==> src/rtl/range_iter_if.sv <==
// Bundle of config, control and candidate-stream signals for range_iter.
// cand_cnt is present only when RANGE_ITER_CNT_EN is defined.
interface range_iter_if #(
    parameter int unsigned CHAR_BITS  = 8,
    parameter int unsigned RANGES_MAX = 4
) ();
    localparam int unsigned IDX_W = (RANGES_MAX > 1) ? $clog2(RANGES_MAX) : 1;

    logic                             cfg_wr_en;
    logic [IDX_W-1:0]                 cfg_idx;
    logic [CHAR_BITS-1:0]             cfg_lo;
    logic [CHAR_BITS-1:0]             cfg_hi;
    logic                             cfg_active;
    logic                             start;
    logic                             abort;
    logic                             busy;
    logic [RANGES_MAX*CHAR_BITS-1:0]  ranges;
    logic [RANGES_MAX-1:0]            ranges_active;
    logic                             out_valid;
    logic                             out_ready;
    logic                             out_last;
`ifdef RANGE_ITER_CNT_EN
    logic [31:0]                      cand_cnt;
`endif

    // master: the enumerator itself
    modport master (
        input  cfg_wr_en, cfg_idx, cfg_lo, cfg_hi, cfg_active, start, abort, out_ready,
        output busy, ranges, ranges_active, out_valid, out_last
`ifdef RANGE_ITER_CNT_EN
        , output cand_cnt
`endif
    );

    // slave: configuring agent and candidate consumer
    modport slave (
        output cfg_wr_en, cfg_idx, cfg_lo, cfg_hi, cfg_active, start, abort, out_ready,
        input  busy, ranges, ranges_active, out_valid, out_last
`ifdef RANGE_ITER_CNT_EN
        , input cand_cnt
`endif
    );
endinterface

==> src/rtl/range_iter.sv <==
// Odometer-style enumerator over up to RANGES_MAX character ranges.
// Define RANGE_ITER_CNT_EN to add the 32-bit accepted-candidate counter cand_cnt.
module range_iter #(
    parameter int unsigned CHAR_BITS  = 8,
    parameter int unsigned RANGES_MAX = 4
) (
    input logic         CLK,
    input logic         rst,
    range_iter_if.master bus
);
    localparam int unsigned IDX_W = (RANGES_MAX > 1) ? $clog2(RANGES_MAX) : 1;
    localparam int unsigned VEC_W = RANGES_MAX * CHAR_BITS;

    typedef enum logic [1:0] {IDLE, RUN, FLUSH} state_t;

    state_t                 state_q, state_d;
    logic [CHAR_BITS-1:0]   cfg_lo_q [RANGES_MAX];
    logic [CHAR_BITS-1:0]   cfg_hi_q [RANGES_MAX];
    logic [RANGES_MAX-1:0]  cfg_act_q;
    logic [CHAR_BITS-1:0]   run_lo_q [RANGES_MAX];
    logic [CHAR_BITS-1:0]   run_hi_q [RANGES_MAX];
    logic [VEC_W-1:0]       ranges_q, ranges_d, adv_vec, start_vec;
    logic [RANGES_MAX-1:0]  act_q, act_d;
    logic                   valid_q, valid_d, last_q, last_d, busy_q, busy_d;
    logic                   adv_last, start_last, load_run;

    // Next candidate: range 0 fastest, inactive ranges skipped and held at zero
    always_comb begin : advance
        logic                 carry;
        logic [CHAR_BITS-1:0] cur;
        carry    = 1'b1;
        cur      = '0;
        adv_vec  = '0;
        adv_last = 1'b1;
        for (int unsigned i = 0; i < RANGES_MAX; i++) begin
            cur = ranges_q[i*CHAR_BITS +: CHAR_BITS];
            if (act_q[i]) begin
                if (carry && (cur == run_hi_q[i])) begin
                    adv_vec[i*CHAR_BITS +: CHAR_BITS] = run_lo_q[i];
                end else if (carry) begin
                    adv_vec[i*CHAR_BITS +: CHAR_BITS] = CHAR_BITS'(cur + 1'b1);
                    carry = 1'b0;
                end else begin
                    adv_vec[i*CHAR_BITS +: CHAR_BITS] = cur;
                end
                if (adv_vec[i*CHAR_BITS +: CHAR_BITS] != run_hi_q[i]) adv_last = 1'b0;
            end
        end
    end

    // First candidate taken straight from config; lo >= hi means a single value
    always_comb begin : first_cand
        start_vec  = '0;
        start_last = 1'b1;
        for (int unsigned i = 0; i < RANGES_MAX; i++) begin
            if (cfg_act_q[i]) begin
                start_vec[i*CHAR_BITS +: CHAR_BITS] = cfg_lo_q[i];
                if (cfg_hi_q[i] > cfg_lo_q[i]) start_last = 1'b0;
            end
        end
    end

    // Next-state and registered-output values
    always_comb begin : fsm_next
        state_d  = state_q;
        ranges_d = ranges_q;
        act_d    = act_q;
        valid_d  = valid_q;
        last_d   = last_q;
        load_run = 1'b0;
        case (state_q)
            IDLE: begin
                if (bus.start) begin
                    state_d  = RUN;
                    ranges_d = start_vec;
                    act_d    = cfg_act_q;
                    valid_d  = 1'b1;
                    last_d   = start_last;
                    load_run = 1'b1;
                end
            end
            RUN: begin
                if (valid_q && bus.out_ready) begin
                    if (last_q) begin
                        state_d = FLUSH;
                        valid_d = 1'b0;
                        last_d  = 1'b0;
                    end else begin
                        ranges_d = adv_vec;
                        last_d   = adv_last;
                    end
                end
            end
            FLUSH: state_d = IDLE;
            default: state_d = IDLE;
        endcase
        // abort wins over start and over a handshake in the same cycle
        if (bus.abort) begin
            state_d  = IDLE;
            ranges_d = ranges_q;
            act_d    = act_q;
            valid_d  = 1'b0;
            last_d   = 1'b0;
            load_run = 1'b0;
        end
        busy_d = (state_d != IDLE);
    end

    always_ff @(posedge CLK) begin
        if (rst) begin
            state_q  <= IDLE;
            ranges_q <= '0;
            act_q    <= '0;
            valid_q  <= 1'b0;
            last_q   <= 1'b0;
            busy_q   <= 1'b0;
        end else begin
            state_q  <= state_d;
            ranges_q <= ranges_d;
            act_q    <= act_d;
            valid_q  <= valid_d;
            last_q   <= last_d;
            busy_q   <= busy_d;
        end
    end

    // Config table plus a run-time copy of lo/effective-hi captured at start
    always_ff @(posedge CLK) begin
        if (rst) begin
            cfg_act_q <= '0;
            for (int unsigned i = 0; i < RANGES_MAX; i++) begin
                cfg_lo_q[i] <= '0;
                cfg_hi_q[i] <= '0;
                run_lo_q[i] <= '0;
                run_hi_q[i] <= '0;
            end
        end else begin
            if ((state_q == IDLE) && bus.cfg_wr_en) begin
                for (int unsigned i = 0; i < RANGES_MAX; i++) begin
                    if (bus.cfg_idx == IDX_W'(i)) begin
                        cfg_lo_q[i]  <= bus.cfg_lo;
                        cfg_hi_q[i]  <= bus.cfg_hi;
                        cfg_act_q[i] <= bus.cfg_active;
                    end
                end
            end
            if (load_run) begin
                for (int unsigned i = 0; i < RANGES_MAX; i++) begin
                    run_lo_q[i] <= cfg_lo_q[i];
                    run_hi_q[i] <= (cfg_hi_q[i] < cfg_lo_q[i]) ? cfg_lo_q[i] : cfg_hi_q[i];
                end
            end
        end
    end

`ifdef RANGE_ITER_CNT_EN
    logic [31:0] cnt_q;
    logic        cnt_inc;

    assign cnt_inc = (state_q == RUN) && valid_q && bus.out_ready && !bus.abort;

    always_ff @(posedge CLK) begin
        if (rst)           cnt_q <= '0;
        else if (load_run) cnt_q <= '0;
        else if (cnt_inc)  cnt_q <= cnt_q + 32'd1;
    end

    assign bus.cand_cnt = cnt_q;
`endif

    assign bus.busy          = busy_q;
    assign bus.ranges        = ranges_q;
    assign bus.ranges_active = act_q;
    assign bus.out_valid     = valid_q;
    assign bus.out_last      = last_q;
endmodule
==> src/flat_wrapper.sv <==
// flat-port wrapper written by rule: the top's interface ports become plain ports
module range_iter_flat 
#(
    parameter int unsigned CHAR_BITS  = 8,
    parameter int unsigned RANGES_MAX = 4
)
  (CLK, rst, bus_cfg_wr_en, bus_cfg_idx, bus_cfg_lo, bus_cfg_hi, bus_cfg_active, bus_start, bus_abort, bus_out_ready, bus_busy, bus_ranges, bus_ranges_active, bus_out_valid, bus_out_last);
  range_iter_if #(.CHAR_BITS(CHAR_BITS), .RANGES_MAX(RANGES_MAX)) bus_i ();
  input logic CLK;
  input logic rst;
  input wire logic [$bits(bus_i.cfg_wr_en)-1:0] bus_cfg_wr_en;
  input wire logic [$bits(bus_i.cfg_idx)-1:0] bus_cfg_idx;
  input wire logic [$bits(bus_i.cfg_lo)-1:0] bus_cfg_lo;
  input wire logic [$bits(bus_i.cfg_hi)-1:0] bus_cfg_hi;
  input wire logic [$bits(bus_i.cfg_active)-1:0] bus_cfg_active;
  input wire logic [$bits(bus_i.start)-1:0] bus_start;
  input wire logic [$bits(bus_i.abort)-1:0] bus_abort;
  input wire logic [$bits(bus_i.out_ready)-1:0] bus_out_ready;
  output wire logic [$bits(bus_i.busy)-1:0] bus_busy;
  output wire logic [$bits(bus_i.ranges)-1:0] bus_ranges;
  output wire logic [$bits(bus_i.ranges_active)-1:0] bus_ranges_active;
  output wire logic [$bits(bus_i.out_valid)-1:0] bus_out_valid;
  output wire logic [$bits(bus_i.out_last)-1:0] bus_out_last;
  assign bus_i.cfg_wr_en = bus_cfg_wr_en;
  assign bus_i.cfg_idx = bus_cfg_idx;
  assign bus_i.cfg_lo = bus_cfg_lo;
  assign bus_i.cfg_hi = bus_cfg_hi;
  assign bus_i.cfg_active = bus_cfg_active;
  assign bus_i.start = bus_start;
  assign bus_i.abort = bus_abort;
  assign bus_i.out_ready = bus_out_ready;
  assign bus_busy = bus_i.busy;
  assign bus_ranges = bus_i.ranges;
  assign bus_ranges_active = bus_i.ranges_active;
  assign bus_out_valid = bus_i.out_valid;
  assign bus_out_last = bus_i.out_last;
  range_iter #(.CHAR_BITS(CHAR_BITS), .RANGES_MAX(RANGES_MAX)) u_core (.CLK(CLK), .rst(rst), .bus(bus_i));
endmodule
==> config.mk <==
export PLATFORM = sky130hd
export DESIGN_NAME = range_iter_flat
export DESIGN_NICKNAME = d
export VERILOG_FILES = /design/src/rtl/range_iter_if.sv /design/src/rtl/range_iter.sv /design/src/flat_wrapper.sv
export SDC_FILE = /design/constraint.sdc
export NUM_CORES = 1
export LEC_CHECK = 0
export CORE_ASPECT_RATIO = 0.8
export CORE_MARGIN = 10
export CORE_UTILIZATION = 34
export DETAILED_ROUTE_END_ITERATION = 8
export PLACE_DENSITY = 0.59
export SYNTH_ARGS = -nofsm -noshare
export SYNTH_HDL_FRONTEND = slang
export SYNTH_SLANG_ARGS = --single-unit
==> constraint.sdc <==
create_clock -name CLK -period 3.2 [get_ports CLK]
set_input_delay 0.32 -clock CLK [delete_from_list [all_inputs] [get_ports CLK]]
set_output_delay 0.32 -clock CLK [all_outputs]
set_load 0.02 [all_outputs]
Word-level counts from Yosys, hierarchy flattened. Memory sizes are Yosys's and may differ from the RTL's. Index checks and enable logic that the tools add are counted.

Flip-flop bits (word level): 45. RAM bits: 128. Bits of input ports: 25. Output and inout bits: 39. Word-level logic and storage cells: 179. Memories: 4.

Memory list: u_core.cfg_hi_q (words 4, bits a word 8, read ports 4, clocked after Yosys merged registers in 0, wr ports 4, RTL line range_iter.sv:18) `logic [CHAR_BITS-1:0] cfg_hi_q [RANGES_MAX];`; u_core.cfg_lo_q (words 4, bits a word 8, read ports 4, clocked after Yosys merged registers in 0, wr ports 4, RTL line range_iter.sv:17) `logic [CHAR_BITS-1:0] cfg_lo_q [RANGES_MAX];`; u_core.run_hi_q (words 4, bits a word 8, read ports 4, clocked after Yosys merged registers in 0, wr ports 4, RTL line range_iter.sv:21) `logic [CHAR_BITS-1:0] run_hi_q [RANGES_MAX];`; u_core.run_lo_q (words 4, bits a word 8, read ports 4, clocked after Yosys merged registers in 0, wr ports 4, RTL line range_iter.sv:20) `logic [CHAR_BITS-1:0] run_lo_q [RANGES_MAX];`.

Add/subtract/negate cells: 4. Magnitude comparators: 8. Equality and inequality tests: 16. Muxes and demuxes: 102. Bitwise operators: 17. Reductions and logical operators: 18.

Operator list (count): $mux W8 (39); $mux W32 (3); $pmux W32 S2 (1); $mux W1 (52); $add A8 B1 Y8 const B (4); $eq A8 B8 Y1 (4); $gt A8 B8 Y1 (4); $lt A8 B8 Y1 (4); $ne A8 B8 Y1 (4); $or A1 B1 Y1 (16); $mux W2 (4); $reduce_and A2 Y1 (4); $reduce_and A3 Y1 (2); $logic_and A1 B1 Y1 (5); $reduce_and A5 Y1 (1); $eq A2 B1 Y1 const B (2); $eq A2 B2 Y1 const B (2); $logic_not A2 Y1 (2); $ne A2 B1 Y1 const B (2); $ne A2 B2 Y1 const B (2); $pmux W1 S2 (2); $pmux W2 S2 (1); $reduce_and A4 Y1 (1); $reduce_bool A2 Y1 (2); 2 further kinds (2).

Longest topological paths before layout. Gate-level depths: netlist of run 1.

Word-level depth: 18. Mapped depth: 12. Gate-level depth less buffers: 11.

Least setup slack after synthesis of run 1. Ideal clock, no wire load.

Kind: reg-to-reg. Start point: register u_core.ranges_q[14], in the netlist u_core.bus.ranges[14]. End point: register u_core.last_q, in the netlist u_core.bus.out_last. Arrival: 2651 ps. Required time: 3121 ps. Setup slack: 470 ps. Stages on the path, launching flop included: 12. Buffers on the path: 2. Period minus slack after synthesis: 2730 ps. Cell sequence: dfxtp_1 -> clkbuf_1 -> xor2_1 -> nor4_2 -> buf_2 -> nand2_1 -> a221o_1 -> o221ai_1 -> nand4b_1 -> o41ai_2 -> a31oi_1 -> a211oi_2.

Cells in the longest elaborated chain, start to end: 16. Elaborated cells on any way between the ends: 30. Classes of those cells: 1 x add/sub; 4 x eq/ne; 22 x mux; 3 x reduce/logical.

RTL lines: from (decl) (RTL line range_iter.sv:22) `logic [VEC_W-1:0] ranges_q, ranges_d, adv_vec, start_vec;`; from (signal assigned) (RTL line range_iter.sv:119) `ranges_q <= ranges_d;`; parallel branches: the longest is 12 deep, another holds $add A8 B1 Y8; $mux W1 (*) (RTL line range_iter.sv:37) `if (act_q[i]) begin`; $mux W1 (*) (RTL line range_iter.sv:84) `if (last_q) begin`; $mux W1 (*) (RTL line range_iter.sv:83) `if (valid_q && bus.out_ready) begin`; $pmux W1 S2 (*) (RTL line range_iter.sv:71) `case (state_q)`; to (signal assigned) (RTL line range_iter.sv:122) `last_q <= last_d;`; to (decl) (RTL line range_iter.sv:24) `logic valid_q, valid_d, last_q, last_d, busy_q, busy_d;`.

Every way passes the cells marked *. The select of a mux whose other input is x is not followed. A chain may end at the register's enable or synchronous reset.

==> results of run 1 <==
registers in the layout, summed over array words and instances, names as in the netlist:
signal and cells:
u_core.bus.busy 1, u_core.bus.out_last 1, u_core.bus.out_valid 1, u_core.bus.ranges 32
u_core.bus.ranges_active 4, u_core.cfg_act_q 4, u_core.cfg_hi_q 32, u_core.cfg_lo_q 32
u_core.run_hi_q 32, u_core.run_lo_q 32, u_core.state_q 2
cell type report:
type | instances | share of cell area, %
Multi-Input combinational cell | 760 | 40.3
Sequential cell | 173 | 39.1
Timing Repair Buffer | 136 | 10.2
Tap cell | 377 | 3.88
Clock buffer | 18 | 3.62
Inverter | 53 | 1.64
Clock inverter | 14 | 1.29
worst max-delay path, delay by kind of cell (launching register included):
family | cells | cell delay [ns]
AND/OR/NAND/NOR | 2 | 0.50
flip-flops | 1 | 0.45
AO/OA/AOI/OAI | 6 | 1.48
XOR/XNOR | 1 | 0.19
buffers and inverters | 2 | 0.37
layer usage:
layer	GRT usage [%]	vias up	part of all wire, %	routed length [um]
met4	3.53	0	1.1	319
met5	0	-	0	0
met3	4.03	21	8.4	2530
met1	23.9	3908	50	14900
met2	21.9	313	41	12200
li1	-	3984	-	-
through the flow:
step           instance area (um2)  setup WS [ns]  cells  util [%]
2_1_floorplan                10100          0.470   1044         -
3_3_place_gp                 11400       -0.00911   1486      39.1
3_5_place_dp                 11400        -0.0406   1486      39.1
4_1_cts                      12000         0.0386   1518      41.2
5_1_grt                      12100        -0.0411   1531      41.6
6_report                     12100          0.137   1531      41.6
Yosys cell counts, drive strengths merged (3+ instances only):
library cell | count | area, um2
and3 | 16 | 100
a311oi | 3 | 26.3
a211oi | 25 | 198
a221o | 3 | 30.0
nand3 | 21 | 105
a31o | 5 | 43.8
dfxtp | 45 | 901
a31oi | 9 | 56.3
a21o | 13 | 97.6
mux2i | 18 | 193
a21oi | 58 | 290
a41oi | 3 | 26.3
inv | 53 | 199
xnor2 | 37 | 324
nand4 | 19 | 119
nor3 | 16 | 80.1
or2 | 3 | 21.3
nor4 | 6 | 65.1
a22oi | 19 | 148
and2 | 73 | 457
nand2 | 49 | 184
clkbuf | 38 | 143
nor2b | 9 | 56.3
o31ai | 3 | 22.5
or3 | 5 | 31.3
mux2 | 3 | 33.8
nand2b | 7 | 43.8
o21ai | 62 | 322
o22ai | 5 | 31.3
o311a | 3 | 30.0
ha | 36 | 450
o2111ai | 3 | 26.3
xor2 | 19 | 166
a2111oi | 3 | 26.3
nor2 | 153 | 574
o41a | 4 | 45.0
edfxtp | 128 | 3840
o211ai | 16 | 120
nand4b | 6 | 52.6
buf | 20 | 136
power by group:
group | switching (uW) | internal (uW)
clock network | 985 | 1120
registers | 110 | 2540
logic | 578 | 411
total | 1670 | 4080
final timing paths:
| path | end | slack, ns | startpoint |
|---|---|---|---|
| hold reg to reg | u_core.cfg_act_q[0] | 0.52 | u_core.cfg_act_q[0] |
| setup / recovery | u_core.bus.out_last | 0.14 | u_core.run_hi_q[0][13] |
| hold / removal | u_core.cfg_act_q[0] | 0.52 | u_core.cfg_act_q[0] |
| setup reg to reg | u_core.bus.out_last | 0.14 | u_core.run_hi_q[0][13] |
what timing repair did:
action                                  4_1_cts  5_1_grt
buffers inserted                              0       13
pin swaps                                     0        6
gates resized for setup                       2        7
endpoints found under the setup margin        1        1
cell families after synthesis:
kind of cell    count (synthesis)
flops                         173
buf+inv                       111
mux                            21
compound gates                256
xor+xnor                       56
simple gates                  391
fa+ha+maj                      36
==> Flow_metrics.wiki, run 1 <==
{| class="wikitable"
! Metric !! Value
|-
| Status || finished clean
|-
| CTS buffer count || 17
|-
| Die height || approximately 170 um
|-
| Final Power || 5750 uW
|-
| Post-synthesis adder-cell area fraction || under 10%
|-
| Post-DRT Antenna Nets || 0
|-
| Sequential element share of the synthesized area || a little under half
|-
| Final routed wire length divided by cell count || between 15 and 20 um
|-
| Synth Area in Compound Gates || about 17%
|-
| Number of vias in the routed layout || 8,226
|-
| Die X-Extent || approximately 210 um
|-
| Startpoint-to-endpoint class of the critical path || flop to flop
|-
| Worst R2R Path Depth || 11
|-
| Remaining DRCs || 0
|-
| Final Hold Fails || 0
|-
| Commonest cells after routing, fill and taps aside || sky130_fd_sc_hd__nor2_1, sky130_fd_sc_hd__edfxtp_1, sky130_fd_sc_hd__and2_1, sky130_fd_sc_hd__buf_4, sky130_fd_sc_hd__clkdlybuf4s50_1
|-
| Clock input transition at the sequential cells of the worst setup and hold paths || around 0.07 ns
|-
| Maximum number of pins on one net before global-route repair || 65
|-
| Actual slew at the worst max-slew pin || between 0.8 and 0.9 ns
|-
| Final net count || ~1,200
|-
| Vias in the first global route || about 7,600
|-
| Classification of the worst-slack hold path || flop to flop
|-
| Area of the multi-input gates || between 4000 and 5000 um2
|-
| Post-synthesis instance total || roughly 1,000
|-
| Worst vdd rail ir drop || 0.374 mV
|-
| FF+latch area || 4740 um2
|-
| Worst clock skew || between 0.01 and 0.015 ns
|-
| CTS root buffer || sky130_fd_sc_hd__clkbuf_16
|-
| Cell area after synthesis || 10,100 um2
|-
| Ratio of final minimum period to clock period || between 90% and 100%
|-
| Flops & latches, synth || 173
|-
| Worst Hold Margin || approximately 0.52 ns
|-
| Number of synthesized flops with an enable pin || approximately 130
|-
| Overall die area || ~37,000 um2
|-
| Total routing usage reported by global routing || around 16%
|-
| Number of violations reported at the end of detailed-routing iteration 0 || roughly 650
|-
| Largest family of logic cells by synthesized area || simple AND/OR/NAND/NOR gates
|-
| Mux cell area share after synthesis || 2.25%
|-
| Final WL || around 30 mm
|-
| Detailed placer's ending HPWL || 22.4 mm
|-
| Setup TNS || 0 ns
|-
| Count of maximum capacitance violations || 0
|-
| Syn nets || ~1,100
|-
| Asr flop ratio synth || 0%
|-
| Routability-driven placement congestion ratio || 0.918
|-
| Cell type of the slowest stage on the worst timing path || sky130_fd_sc_hd__edfxtp_1
|-
| I/O pin cnt || 64
|-
| Delay of the slowest cell on the worst path || ~0.45 ns
|-
| Worst-case clock buffer depth || 2
|-
| Xor and xnor fraction of the mapped netlist area || under 10%
|-
| Post-synthesis area per instance || 9.64 um2
|-
| Clock Sinks || ~170
|-
| Clock tree from TritonCTS || built
|-
| Type of element launching the critical path || flop
|-
| Most common cell after layout, fill and taps aside || sky130_fd_sc_hd__nor2_1
|-
| Hold Buf Count CTS || 0
|-
| Distinct cells, synth || 71
|-
| I/O Buffers || 63
|-
| Hold path cells || 2
|-
| Antenna diode count || 0
|-
| Floorplan row count || 56
|-
| Congestion Overflow GR || 0
|-
| Initial core utilization || around 34%
|-
| Worst Path Required || 3.56 ns
|-
| Via/cell ratio || around 5.4
|-
| Critical Path Fanout Max || 10
|-
| Max-slew headroom || 46.1%
|-
| Time the worst path needs with I/O delays and setup || just over 3 ns
|-
| Core Area || between 20,000 and 30,000 um2
|-
| Total of fill cells in the finished design || about 2,800
|-
| Iteration count of the initial detailed-routing pass || 5
|-
| Wire length of the first global-routing pass || 45.3 mm
|-
| Timing-limited maximum frequency || approximately 0.33 GHz
|-
| Worst skew pair latency || around 0.44 ns
|-
| Data arrival time of the critical path || about 3.4 ns
|-
| Yosys warning count || 0
|-
| Total of endpoints with negative setup slack in the final report || 0
|-
| Max Transition Viols Final || 0
|-
| Power density over the cells || 473 nW/um2
|-
| Syn-to-layout area delta || 20.7%
|-
| Share of final-layout standard cells stronger than drive strength 1 || between 10% and 20%
|-
| Crit end category || flop
|-
| Cell seen most often among critical-path stages || sky130_fd_sc_hd__buf_4
|-
| Basic-gate share of the synthesized area counting and, or, nand and nor cells || ~19%
|-
| Number of antenna violations at the first check in global routing || 2
|-
| Leak || ~0.0046 uW
|-
| H-tree Lvls || 4
|-
| Worst-path cell chain || xor2_1 > nor4_2 > buf_4 > buf_4 > a21oi_1 > a311oi_1 > a311o_1 > nand4b_1 > o41ai_4 > a31oi_1 > a211oi_2
|-
| Most used flip-flop cell after synthesis || sky130_fd_sc_hd__edfxtp_1
|}
No activity file was read; power rests on OpenSTA's default activity.
==> inputs of run 2 (changes only) <==
Settings changed: SLEW_MARGIN from default to 40.
==> run 2 against run 1 <==
Sequential share of layout area shrank 0.13 points. Total power increased by 2.5%. Die area did not move. Maximum frequency about the same. Clock skew is 0.0023 ns lower. First-iteration DRC count is 2.2% higher. Combinational power about the same. Clock power is 7% higher. Global-route usage increased by 0.16 points. Largest power group unchanged. Highest routed layer unchanged.
==> Flow_metrics.wiki, run 2 (synthesized netlist as in run 1, its figures left out) <==
{| class="wikitable"
! Metric !! Value
|-
| Final routed wire length divided by cell count || 19.7 um (+0.50%)
|-
| Die X-Extent || 212 um (unchanged)
|-
| Number of antenna violations at the first check in global routing || 0 (-2)
|-
| Iteration count of the initial detailed-routing pass || 7 (+2)
|-
| CTS root buffer || sky130_fd_sc_hd__clkbuf_16
|-
| Status || finished clean
|-
| Worst clock skew || 0.00857 ns (-0.00234 ns)
|-
| Worst-path cell chain || xor2_1 > nor4_2 > buf_4 > and2_2 > buf_4 > o31ai_1 > o31ai_1 > nand4b_1 > o41ai_4 > a31oi_1 > a211oi_2
|-
| Routability-driven placement congestion ratio || 0.918 (unchanged)
|-
| I/O pin cnt || 64 (unchanged)
|-
| Data arrival time of the critical path || 3.43 ns (about the same)
|-
| Most common cell after layout, fill and taps aside || sky130_fd_sc_hd__nor2_1
|-
| Worst vdd rail ir drop || 0.409 mV (+9.6%)
|-
| Congestion Overflow GR || 0 (unchanged)
|-
| Ratio of final minimum period to clock period || 95.7% (about the same)
|-
| Clock tree from TritonCTS || built
|-
| Max Transition Viols Final || 0 (unchanged)
|-
| Initial core utilization || 34.4% (unchanged)
|-
| Actual slew at the worst max-slew pin || 0.754 ns (-0.0520 ns)
|-
| Placed Cells incl. Taps || 1,486 (unchanged)
|-
| Setup TNS || 0 ns (unchanged)
|-
| Max-slew headroom || 49.5% (+3.4 points)
|-
| Startpoint-to-endpoint class of the critical path || flop to flop
|-
| Crit end category || flop
|-
| Number of vias in the routed layout || 8,309 (+1.0%)
|-
| Overall die area || 36,900 um2 (unchanged)
|-
| Count of maximum capacitance violations || 0 (unchanged)
|-
| Utilization of the core after routing || 41.7% (+0.14 points)
|-
| Power density over the cells || 484 nW/um2 (+2.2%)
|-
| Post-DRT Antenna Nets || 0 (unchanged)
|-
| Share of final-layout standard cells stronger than drive strength 1 || 11.9% (+0.17 points)
|-
| Delay of the slowest cell on the worst path || 0.44 ns (about the same)
|-
| Final Power || 5900 uW (+2.5%)
|-
| Leak || 0.00461 uW (+0.49%)
|-
| Classification of the worst-slack hold path || flop to flop
|-
| Hold Buf Count CTS || 0 (unchanged)
|-
| Remaining DRCs || 0 (unchanged)
|-
| Die height || 174 um (unchanged)
|-
| Final net count || 1,202 (unchanged)
|-
| Syn-to-layout area delta || 21.1%
|-
| Critical Path Fanout Max || 7 (-3)
|-
| Core Area || 29,200 um2 (unchanged)
|-
| Post-route cell area || 12,200 um2 (+0.33%)
|-
| Placed cell area || 11,400 um2 (about the same)
|-
| Commonest cells after routing, fill and taps aside || sky130_fd_sc_hd__nor2_1, sky130_fd_sc_hd__edfxtp_1, sky130_fd_sc_hd__and2_1, sky130_fd_sc_hd__buf_4, sky130_fd_sc_hd__clkdlybuf4s50_1
|-
| Total of fill cells in the finished design || 2,850 (+1.9%)
|-
| Worst Path Required || 3.57 ns (about the same)
|-
| CTS buffer count || 17 (unchanged)
|-
| Final WL || 30.1 mm (+0.50%)
|-
| Final Hold Fails || 0 (unchanged)
|-
| Via/cell ratio || 5.43 (+1.0%)
|-
| Clock input transition at the sequential cells of the worst setup and hold paths || 0.07 ns (about the same)
|-
| Timing-limited maximum frequency || 0.327 GHz (about the same)
|-
| Floorplan row count || 56 (unchanged)
|-
| Total of endpoints with negative setup slack in the final report || 0 (unchanged)
|-
| Total routing usage reported by global routing || 16.0% (+0.16 points)
|-
| Worst skew pair latency || 0.45 ns (about the same)
|-
| Maximum number of pins on one net before global-route repair || 65 (unchanged)
|-
| Time the worst path needs with I/O delays and setup || 3.06 ns (+0.000111 ns)
|-
| Antenna diode count || 0 (unchanged)
|-
| Number of violations reported at the end of detailed-routing iteration 0 || 663 (+2.2%)
|-
| Wire length of the first global-routing pass || 45.7 mm (+0.76%)
|-
| Vias in the first global route || 7,752 (+2.5%)
|-
| I/O Buffers || 63 (unchanged)
|-
| Worst-case clock buffer depth || 2 (unchanged)
|-
| Detailed placer's ending HPWL || 22.4 mm (-0.23%)
|-
| Clock Sinks || 173 (unchanged)
|-
| H-tree Lvls || 4 (unchanged)
|-
| Final Instance Count excl. Fillers || 1,531 (unchanged)
|-
| Cell type of the slowest stage on the worst timing path || sky130_fd_sc_hd__edfxtp_1
|-
| Type of element launching the critical path || flop
|}
==> run 2: cell types whose count changed in the layout (fill, tap and decap cells not counted), moves of 2 or more <==
cell | before | now
sky130_fd_sc_hd__nor2_1 | 153 | 151
sky130_fd_sc_hd__nor2_2 | 0 | 2
sky130_fd_sc_hd__bufinv_16 | 1 | 3
sky130_fd_sc_hd__buf_4 | 68 | 66
sky130_fd_sc_hd__buf_2 | 0 | 2
==> run 2: layout make-up <==
class	instances	area, um2	share of cell area, %
inverter	53	199	1.63
timing repair buffer	136	1240	10.1
multi-input combinational	760	4900	40.2
clock buffer	17	425	3.49
sequential	173	4740	38.9
tap	377	472	3.87
clock inverter	15	208	1.70
==> run 2: report_power, final <==
group	total [uW]	switching, uW	internal, uW
combinational	993	583	410
clock	2250	991	1260
sequential	2650	110	2540
total	5900	1680	4210
==> run 2: per-stage QoR <==
stage | setup slack [ns] | hold slack, ns
final | 0.137 | 0.513
after global routing | -0.0444 | 0.535
after CTS | 0.00214 | 0.510
after detailed placement | -0.0309 | 0.502
after global placement | -0.00911 | 0.498
after floorplan | 0.470 | 0.429
==> run 2: per-layer routing <==
metal / vias to the layer above / GRT usage, % / share of wire, %
met5: - / 0 / 0
met2: 305 / 22.4 / 41
li1: 3984 / - / -
met3: 33 / 4.48 / 7.8
met1: 3987 / 23.5 / 50
met4: 0 / 4.16 / 1.2
==> run 2: worst paths after layout <==
path                         startpoint             endpoint  slack, ns  depth (start not counted)
hold reg to reg     u_core.cfg_act_q[0]  u_core.cfg_act_q[0]       0.51                          2
setup reg to reg  u_core.run_hi_q[0][9]  u_core.bus.out_last       0.14                         11
setup / recovery  u_core.run_hi_q[0][9]  u_core.bus.out_last       0.14                         11
hold / removal      u_core.cfg_act_q[0]  u_core.cfg_act_q[0]       0.51                          2
==> run 2: critical path: cells and delay by family (launching register included) <==
family	cells	cell delay (ns)
xor gates and xnor gates	1	0.17
AOI/OAI and AO/OA	5	1.17
buffers and inverters	2	0.39
and+or+nand+nor	3	0.81
DFF	1	0.44
==> run 2: timing repair <==
item | in CTS | in global routing
setup endpoints to repair | 1 | 1
gates resized for setup | 1 | 7
setup buffers | 0 | 13
pin swaps | 0 | 6
cloned | 0 | 0
